===== config.mk =====
export PLATFORM = sky130hd
export DESIGN_NAME = xor_cipher_sequencer_flat
export DESIGN_NICKNAME = d
export VERILOG_FILES = /design/src/rtl/xor_cipher_pkg.sv /design/src/rtl/xor_cipher_sequencer_if.sv /design/src/rtl/xor_cipher_out_stage.sv /design/src/rtl/xor_cipher_sequencer.sv /design/src/flat_wrapper.sv
export SDC_FILE = /design/constraint.sdc
export NUM_CORES = 1
export LEC_CHECK = 0
export BUFFER_PORTS_ARGS = -buffer_cell sky130_fd_sc_hd__buf_2
export CAP_MARGIN = 25
export CORE_AREA = 2 2 256 258
export CTS_BUF_LIST = sky130_fd_sc_hd__clkbuf_16
export CTS_CLUSTER_DIAMETER = 60
export DETAILED_ROUTE_END_ITERATION = 7
export DIE_AREA = 0 0 258 260
export HOLD_SLACK_MARGIN = 0.05
export PLACE_DENSITY = 0.3
export SYNTH_ARGS = -nofsm -noshare
export SYNTH_HDL_FRONTEND = slang
export SYNTH_SLANG_ARGS = --single-unit

===== constraint.sdc =====
create_clock -name iClk -period 4.9 [get_ports iClk]
set_input_delay 0.49 -clock iClk [delete_from_list [all_inputs] [get_ports iClk]]
set_output_delay 0.49 -clock iClk [all_outputs]
set_load 0.02 [all_outputs]

===== src/rtl/xor_cipher_pkg.sv =====
// Shared definitions for the XOR cipher sequencer.
//   WORD_W / KEY_WORDS : word width and number of key segments per key
//   KEY_W              : full assembled key width
//   SEG_IDX_W          : width of slot / segment indices
//   state_e            : sequencer FSM encoding (exposed on oState)
//   key_segment()      : selects one WORD_W slice of the assembled key
package xor_cipher_pkg;

  localparam int WORD_W    = 32;
  localparam int KEY_WORDS = 16;
  localparam int KEY_W     = WORD_W * KEY_WORDS;
  localparam int SEG_IDX_W = $clog2(KEY_WORDS);

  typedef enum logic [1:0] {
    S_LOAD   = 2'd0,
    S_SETTLE = 2'd1,
    S_RUN    = 2'd2,
    S_DRAIN  = 2'd3
  } state_e;

  localparam logic [SEG_IDX_W-1:0] LAST_IDX = SEG_IDX_W'(KEY_WORDS - 1);

  function automatic logic [WORD_W-1:0] key_segment(
    input logic [KEY_W-1:0]     key,
    input logic [SEG_IDX_W-1:0] seg
  );
    return key[seg*WORD_W +: WORD_W];
  endfunction

endpackage


===== src/rtl/xor_cipher_sequencer_if.sv =====
// Stream bundle for the XOR cipher sequencer.
//   iKey_word/iKey_valid/oKey_ready : incoming key words
//   iData/iData_valid/oData_ready   : plaintext words
//   oCipher/oCipher_valid/iCipher_ready : ciphertext words
// Handshake rule for all three channels: a transfer happens on a rising
// clock edge where valid and ready are both 1; a producer holds its
// payload and valid stable until that transfer.
// slave modport = sequencer view, master modport = environment view.
interface xor_cipher_sequencer_if;
  import xor_cipher_pkg::*;

  logic [WORD_W-1:0] iKey_word;
  logic              iKey_valid;
  logic              oKey_ready;
  logic [WORD_W-1:0] iData;
  logic              iData_valid;
  logic              oData_ready;
  logic [WORD_W-1:0] oCipher;
  logic              oCipher_valid;
  logic              iCipher_ready;

  modport slave (
    input  iKey_word, iKey_valid, iData, iData_valid, iCipher_ready,
    output oKey_ready, oData_ready, oCipher, oCipher_valid
  );

  modport master (
    output iKey_word, iKey_valid, iData, iData_valid, iCipher_ready,
    input  oKey_ready, oData_ready, oCipher, oCipher_valid
  );
endinterface


===== src/rtl/xor_cipher_out_stage.sv =====
// Registered ciphertext holding stage.
//   clk_i, rst_i   : clock, synchronous active-high reset
//   load_i         : accepted plaintext word this cycle (only when can_accept_o)
//   data_i         : plaintext word
//   key_i, seg_i   : assembled key and segment used for this word
//   ready_i        : downstream ready
//   cipher_o       : registered ciphertext
//   valid_o        : ciphertext valid
//   can_accept_o   : stage is empty or being emptied this cycle
module xor_cipher_out_stage
  import xor_cipher_pkg::*;
(
  input  logic                 clk_i,
  input  logic                 rst_i,
  input  logic                 load_i,
  input  logic [WORD_W-1:0]    data_i,
  input  logic [KEY_W-1:0]     key_i,
  input  logic [SEG_IDX_W-1:0] seg_i,
  input  logic                 ready_i,
  output logic [WORD_W-1:0]    cipher_o,
  output logic                 valid_o,
  output logic                 can_accept_o
);

  logic [WORD_W-1:0] cipher_q;
  logic              valid_q;

  assign can_accept_o = !valid_q || ready_i;

  always_ff @(posedge clk_i) begin
    if (rst_i) begin
      cipher_q <= '0;
      valid_q  <= 1'b0;
    end else if (load_i) begin
      cipher_q <= data_i ^ key_segment(key_i, seg_i);
      valid_q  <= 1'b1;
    end else if (ready_i) begin
      // Output transfer with no replacement word: stage empties.
      valid_q  <= 1'b0;
    end
  end

  assign cipher_o = cipher_q;
  assign valid_o  = valid_q;

endmodule


===== src/rtl/xor_cipher_sequencer.sv =====
// XOR cipher sequencer: loads a KEY_WORDS-word key into an external
// assembler slot by slot, then encrypts a data stream against the
// assembled key, rotating through the segments. iRekey drains any held
// ciphertext and restarts key loading.
//   iClk, iRst        : clock, synchronous active-high reset
//   bus (slave)       : key / plaintext / ciphertext streams
//   oKey_load/oKey_slot/oKey_data : assembler word-write port
//   iAssembled_key    : assembler contents
//   iRekey            : level request for a new key
//   oCan_encrypt      : high in RUN
//   oState            : FSM state (0 LOAD, 1 SETTLE, 2 RUN, 3 DRAIN)
//   oBlock_count      : only with XOR_CIPHER_STATS_EN; count of full
//                       segment rotations, saturating, cleared on LOAD
module xor_cipher_sequencer
  import xor_cipher_pkg::*;
(
  input  logic                   iClk,
  input  logic                   iRst,
  xor_cipher_sequencer_if.slave  bus,
  output logic                   oKey_load,
  output logic [SEG_IDX_W-1:0]   oKey_slot,
  output logic [WORD_W-1:0]      oKey_data,
  input  logic [KEY_W-1:0]       iAssembled_key,
  input  logic                   iRekey,
  output logic                   oCan_encrypt,
`ifdef XOR_CIPHER_STATS_EN
  output logic [15:0]            oBlock_count,
`endif
  output logic [1:0]             oState
);

  state_e                 state_q, state_d;
  logic [SEG_IDX_W-1:0]   count_q, count_d;
  logic [SEG_IDX_W-1:0]   seg_q, seg_d;
  logic                   key_load_q, key_load_d;
  logic [SEG_IDX_W-1:0]   key_slot_q, key_slot_d;
  logic [WORD_W-1:0]      key_data_q, key_data_d;

  logic key_hs;
  logic data_hs;
  logic out_hs;
  logic stage_can_accept;

  assign bus.oKey_ready  = (state_q == S_LOAD);
  assign bus.oData_ready = (state_q == S_RUN) && stage_can_accept;

  // A key word arriving together with iRekey is dropped.
  assign key_hs  = bus.iKey_valid && bus.oKey_ready && !iRekey;
  assign data_hs = bus.iData_valid && bus.oData_ready;
  assign out_hs  = bus.oCipher_valid && bus.iCipher_ready;

  always_comb begin
    state_d    = state_q;
    count_d    = count_q;
    seg_d      = seg_q;
    key_load_d = 1'b0;
    key_slot_d = key_slot_q;
    key_data_d = key_data_q;
    case (state_q)
      S_LOAD: begin
        if (iRekey) begin
          count_d = '0;
        end else if (key_hs) begin
          key_load_d = 1'b1;
          key_slot_d = count_q;
          key_data_d = bus.iKey_word;
          count_d    = (count_q == LAST_IDX) ? '0 : count_q + 1'b1;
          if (count_q == LAST_IDX) state_d = S_SETTLE;
        end
      end
      S_SETTLE: begin
        if (iRekey) begin
          count_d = '0;
          state_d = S_LOAD;
        end else begin
          state_d = S_RUN;
        end
      end
      S_RUN: begin
        // The data word accepted alongside iRekey still goes out.
        if (data_hs) seg_d = (seg_q == LAST_IDX) ? '0 : seg_q + 1'b1;
        if (iRekey)  state_d = S_DRAIN;
      end
      S_DRAIN: begin
        if (!bus.oCipher_valid || out_hs) begin
          state_d = S_LOAD;
          count_d = '0;
          seg_d   = '0;
        end
      end
      default: state_d = S_LOAD;
    endcase
  end

  always_ff @(posedge iClk) begin
    if (iRst) begin
      state_q    <= S_LOAD;
      count_q    <= '0;
      seg_q      <= '0;
      key_load_q <= 1'b0;
      key_slot_q <= '0;
      key_data_q <= '0;
    end else begin
      state_q    <= state_d;
      count_q    <= count_d;
      seg_q      <= seg_d;
      key_load_q <= key_load_d;
      key_slot_q <= key_slot_d;
      key_data_q <= key_data_d;
    end
  end

  xor_cipher_out_stage u_out_stage (
    .clk_i        (iClk),
    .rst_i        (iRst),
    .load_i       (data_hs),
    .data_i       (bus.iData),
    .key_i        (iAssembled_key),
    .seg_i        (seg_q),
    .ready_i      (bus.iCipher_ready),
    .cipher_o     (bus.oCipher),
    .valid_o      (bus.oCipher_valid),
    .can_accept_o (stage_can_accept)
  );

`ifdef XOR_CIPHER_STATS_EN
  logic [15:0] blk_q, blk_d;

  always_comb begin
    blk_d = blk_q;
    // No words are accepted while in LOAD, so clearing on every
    // LOAD-bound cycle is equivalent to clearing on entry.
    if (state_d == S_LOAD) begin
      blk_d = '0;
    end else if (data_hs && (seg_q == LAST_IDX) && (blk_q != 16'hFFFF)) begin
      blk_d = blk_q + 16'd1;
    end
  end

  always_ff @(posedge iClk) begin
    if (iRst) blk_q <= '0;
    else      blk_q <= blk_d;
  end

  assign oBlock_count = blk_q;
`endif

  assign oKey_load    = key_load_q;
  assign oKey_slot    = key_slot_q;
  assign oKey_data    = key_data_q;
  assign oCan_encrypt = (state_q == S_RUN);
  assign oState       = state_q;

endmodule


===== src/flat_wrapper.sv =====
// flat-port wrapper written by rule: the top's interface ports become plain ports
module xor_cipher_sequencer_flat import xor_cipher_pkg::*;
  (iClk, iRst, oKey_load, oKey_slot, oKey_data, iAssembled_key, iRekey, oCan_encrypt, oState, bus_iKey_word, bus_iKey_valid, bus_iData, bus_iData_valid, bus_iCipher_ready, bus_oKey_ready, bus_oData_ready, bus_oCipher, bus_oCipher_valid);
  xor_cipher_sequencer_if bus_i ();
  input  logic iClk;
  input  logic iRst;
  output logic oKey_load;
  output logic [SEG_IDX_W-1:0] oKey_slot;
  output logic [WORD_W-1:0] oKey_data;
  input  logic [KEY_W-1:0] iAssembled_key;
  input  logic iRekey;
  output logic oCan_encrypt;
  output logic [1:0] oState;
  input wire logic [$bits(bus_i.iKey_word)-1:0] bus_iKey_word;
  input wire logic [$bits(bus_i.iKey_valid)-1:0] bus_iKey_valid;
  input wire logic [$bits(bus_i.iData)-1:0] bus_iData;
  input wire logic [$bits(bus_i.iData_valid)-1:0] bus_iData_valid;
  input wire logic [$bits(bus_i.iCipher_ready)-1:0] bus_iCipher_ready;
  output wire logic [$bits(bus_i.oKey_ready)-1:0] bus_oKey_ready;
  output wire logic [$bits(bus_i.oData_ready)-1:0] bus_oData_ready;
  output wire logic [$bits(bus_i.oCipher)-1:0] bus_oCipher;
  output wire logic [$bits(bus_i.oCipher_valid)-1:0] bus_oCipher_valid;
  assign bus_i.iKey_word = bus_iKey_word;
  assign bus_i.iKey_valid = bus_iKey_valid;
  assign bus_i.iData = bus_iData;
  assign bus_i.iData_valid = bus_iData_valid;
  assign bus_i.iCipher_ready = bus_iCipher_ready;
  assign bus_oKey_ready = bus_i.oKey_ready;
  assign bus_oData_ready = bus_i.oData_ready;
  assign bus_oCipher = bus_i.oCipher;
  assign bus_oCipher_valid = bus_i.oCipher_valid;
  xor_cipher_sequencer u_core (.iClk(iClk), .iRst(iRst), .bus(bus_i), .oKey_load(oKey_load), .oKey_slot(oKey_slot), .oKey_data(oKey_data), .iAssembled_key(iAssembled_key), .iRekey(iRekey), .oCan_encrypt(oCan_encrypt), .oState(oState));
endmodule

==> impl_metrics.csv <==
group,metric,value,unit
grt,antenna_found_initial,23,
synth,async_reset_ff_frac,0,
synth,synth_top_area_frac,0.406,
synth,synth_top_cell_by_area,"mux4_2",
clocking,insertion_delay,0.39,ns
grt,gr-usage-all-layers,0.140,
sta,finClkSkew,0.0176,ns
place,dpl.hpwl,40.5,mm
synth,yosysWarnings,0,
worst_setup_path,worst_setup_path_start_kind,"flip-flop",
worst_setup_path,path_class,"flip-flop to flip-flop",
clocking,cts_sinks,80,
sta,max_slew_margin,0.269,
die,die_w,258,um
flow_run,cap_violations,0,
die,start_util,0.113,
synth,synthFlopType,"dfxtp_1",
clocking,cts.clk_slew.worst_paths,0.09,ns
sta,hold_viol,0,
drt,routed_wl,48.5,mm
drt,firstDrtPassIters,4,
clocking,tritoncts.num_buffers,9,
sta,finalSetupViolCount,0,
die,rows,93,
clocking,cts_max_level,3,
power,powerDensity,173,nW/um^2
power,finalPower,2.06,mW
die,io_pins,657,
die,core,64100,sq um
sta,fin_crit,2.98,ns
sta,max_clock_freq,335,MHz
drt,drc,0,
cells_and_area,postLayoutCellArea,11900,sq um
cells_and_area,post-route-util,0.186,
synth,synth_seq_cells,80,
worst_setup_path,endpoint_kind,"flip-flop",
sta,fin_setup_tns,0,ns
die,die_h,260,um
synth,synthesis.instances,614,
sta,final_max_slew_viol_count,0,
cells_and_area,fin_nets,1812,
synth,synthesis.area,7280,sq um
synth,synth.area.top_cells,"mux4_2, dfxtp_1, mux2_2",
grt,grt_start_max_net_pins,64,
worst_setup_path,crit_fanout,63,
sta,tightest_slew,1.10,ns
clocking,cts_tree,"built",
drt,wl_per_cell,23.1,um
cells_and_area,area_growth,63.5,%
die,dieArea,67100,sq um
synth,synth-seq-area-share,0.220,
place,gp_congestion,0.839,
sta,finalCritPeriodShare,0.609,
worst_setup_path,required,5.18,ns
clocking,post_cts_buffers,0,
power,p_leak,4.96,nW
outcome,status,"complete, no violations",
synth,syn-mean-instance-area,11.8,sq um
drt,drtIter0Drc,475,
clocking,root_buffer,"clkbuf_16",
drt,via_count,8500,
synth,synth_nets,1198,
worst_setup_path,critical_path_arrival,3.27,ns
cells_and_area,layout-drive-gt1-share,0.721,
hold_path,hp-class,"input port to flip-flop",
clocking,cts_buffer_depth,2,
power,vdd_drop_max,0.134,mV
place,io_buffer_count,656,
drt,via_per_inst,4.04,
grt,grt_pass1_wl,67.0,mm
clocking,postCtsHoldBufs,0,
grt,overflow,0,
synth,synth_edf_count,0,
drt,ant_nets,0,
clocking,cts_resized,0,
sta,hold-worst-slack,0.350,ns
synth,yosys.cell_types.count,38,
place,dpl-instance-area,11600,sq um
grt,grt_pass1_vias,9100,
sta,rsz0062_at_grt,"false",
[state kept, by name, indices dropped and copies added, names as in the netlist, named ones only]
register                     cells
u_core.oKey_data                32
u_core.u_out_stage.cipher_o     32
u_core.count_q                   4
u_core.oKey_slot                 4
u_core.seg_q                     4
u_core.oKey_load                 1
u_core.oState                    1
u_core.u_out_stage.valid_o       1
[cells in the mapped netlist (4+ instances only)]
cell      instances
clkbuf_1         50
a221o_1          29
buf_6             9
buf_2             7
buf_1             5
o221ai_1         29
nor2_1           15
nor2b_1           4
nand3_1           4
a21oi_1          45
dfxtp_1          80
nand2_1          78
a22o_1           29
mux4_2          131
o21ai_0           5
mux2_2           59
[report_power, final]
group,internal [mW],total [mW],switching [mW]
logic,0.316,0.564,0.247
registers,0.684,0.703,0.0197
clock network,0.410,0.791,0.381
[path summary, 6_finish.rpt]
check,start,endpoint,slack (ns),cells after the start
max,u_core.seg_q[2],u_core.u_out_stage.cipher_o[19],1.92,5
max reg2reg,u_core.seg_q[2],u_core.u_out_stage.cipher_o[19],1.92,5
min,bus_iKey_word[9],u_core.oKey_data[9],0.35,3
min reg2reg,u_core.oKey_data[1],u_core.oKey_data[1],0.45,2
[cell usage in the layout, fill, tap and decap left out, drive strengths merged, types with 15 or more instances in the layout]
| cell | synthesis | layout |
|---|---|---|
| a21oi | 45 | 45 |
| a221o | 29 | 29 |
| a22o | 29 | 29 |
| buf | 22 | 675 |
| dfxtp | 80 | 80 |
| mux2 | 59 | 59 |
| mux4 | 131 | 131 |
| nand2 | 78 | 78 |
| nor2 | 15 | 15 |
| o221ai | 29 | 29 |
[routing by layer]
metal	GRT usage	routed length, um	vias to the layer above	share of wire
li1	-	-	3833	-
met1	0.161	19100	4189	0.39
met2	0.246	24600	432	0.51
met3	0.0468	3800	42	0.078
met4	0.0395	967	4	0.020
met5	0	23	-	0.00047
[area by class of cell]
| cell class | instances | area (sq um) |
|---|---|---|
| diodes | 14 | 35.0 |
| multi-input cells | 461 | 5340 |
| clock buffers | 9 | 225 |
| well taps | 855 | 1070 |
| repair buffers | 675 | 3530 |
| fillers | 7227 | 52200 |
| inverters | 1 | 3.75 |
| clock inverters | 7 | 85.1 |
| flip-flops and latches | 80 | 1610 |
[worst max-delay path, stage by stage, from the launching register on]
cell and delay, ns:
dfxtp_4 0.91, buf_12 0.37, mux4_2 0.37, mux2_2 0.35, a221o_1 0.37, a22o_1 0.20
[cell families (layout without fill, tap and decap cells)]
| group | Yosys count | in the layout | synth area share |
|---|---|---|---|
| mux | 190 | 190 | 0.497 |
| compound gates | 147 | 147 | 0.156 |
| simple gates | 119 | 119 | 0.0715 |
| flops | 80 | 80 | 0.220 |
| buf+inv | 73 | 692 | 0.0487 |
| xor+xnor | 3 | 3 | 0.00361 |
| fa+ha+maj | 2 | 2 | 0.00344 |
| other cells | 0 | 14 | 0 |
[metrics by stage]
stage	worst slack [ns]	cells
6_report	1.92	2102
3_3_place_gp	1.92	2069
5_1_grt	1.84	2093
4_1_cts	1.97	2088
3_5_place_dp	1.98	2072
2_1_floorplan	2.60	614
Note: power is estimated with default switching activity, not from simulation.
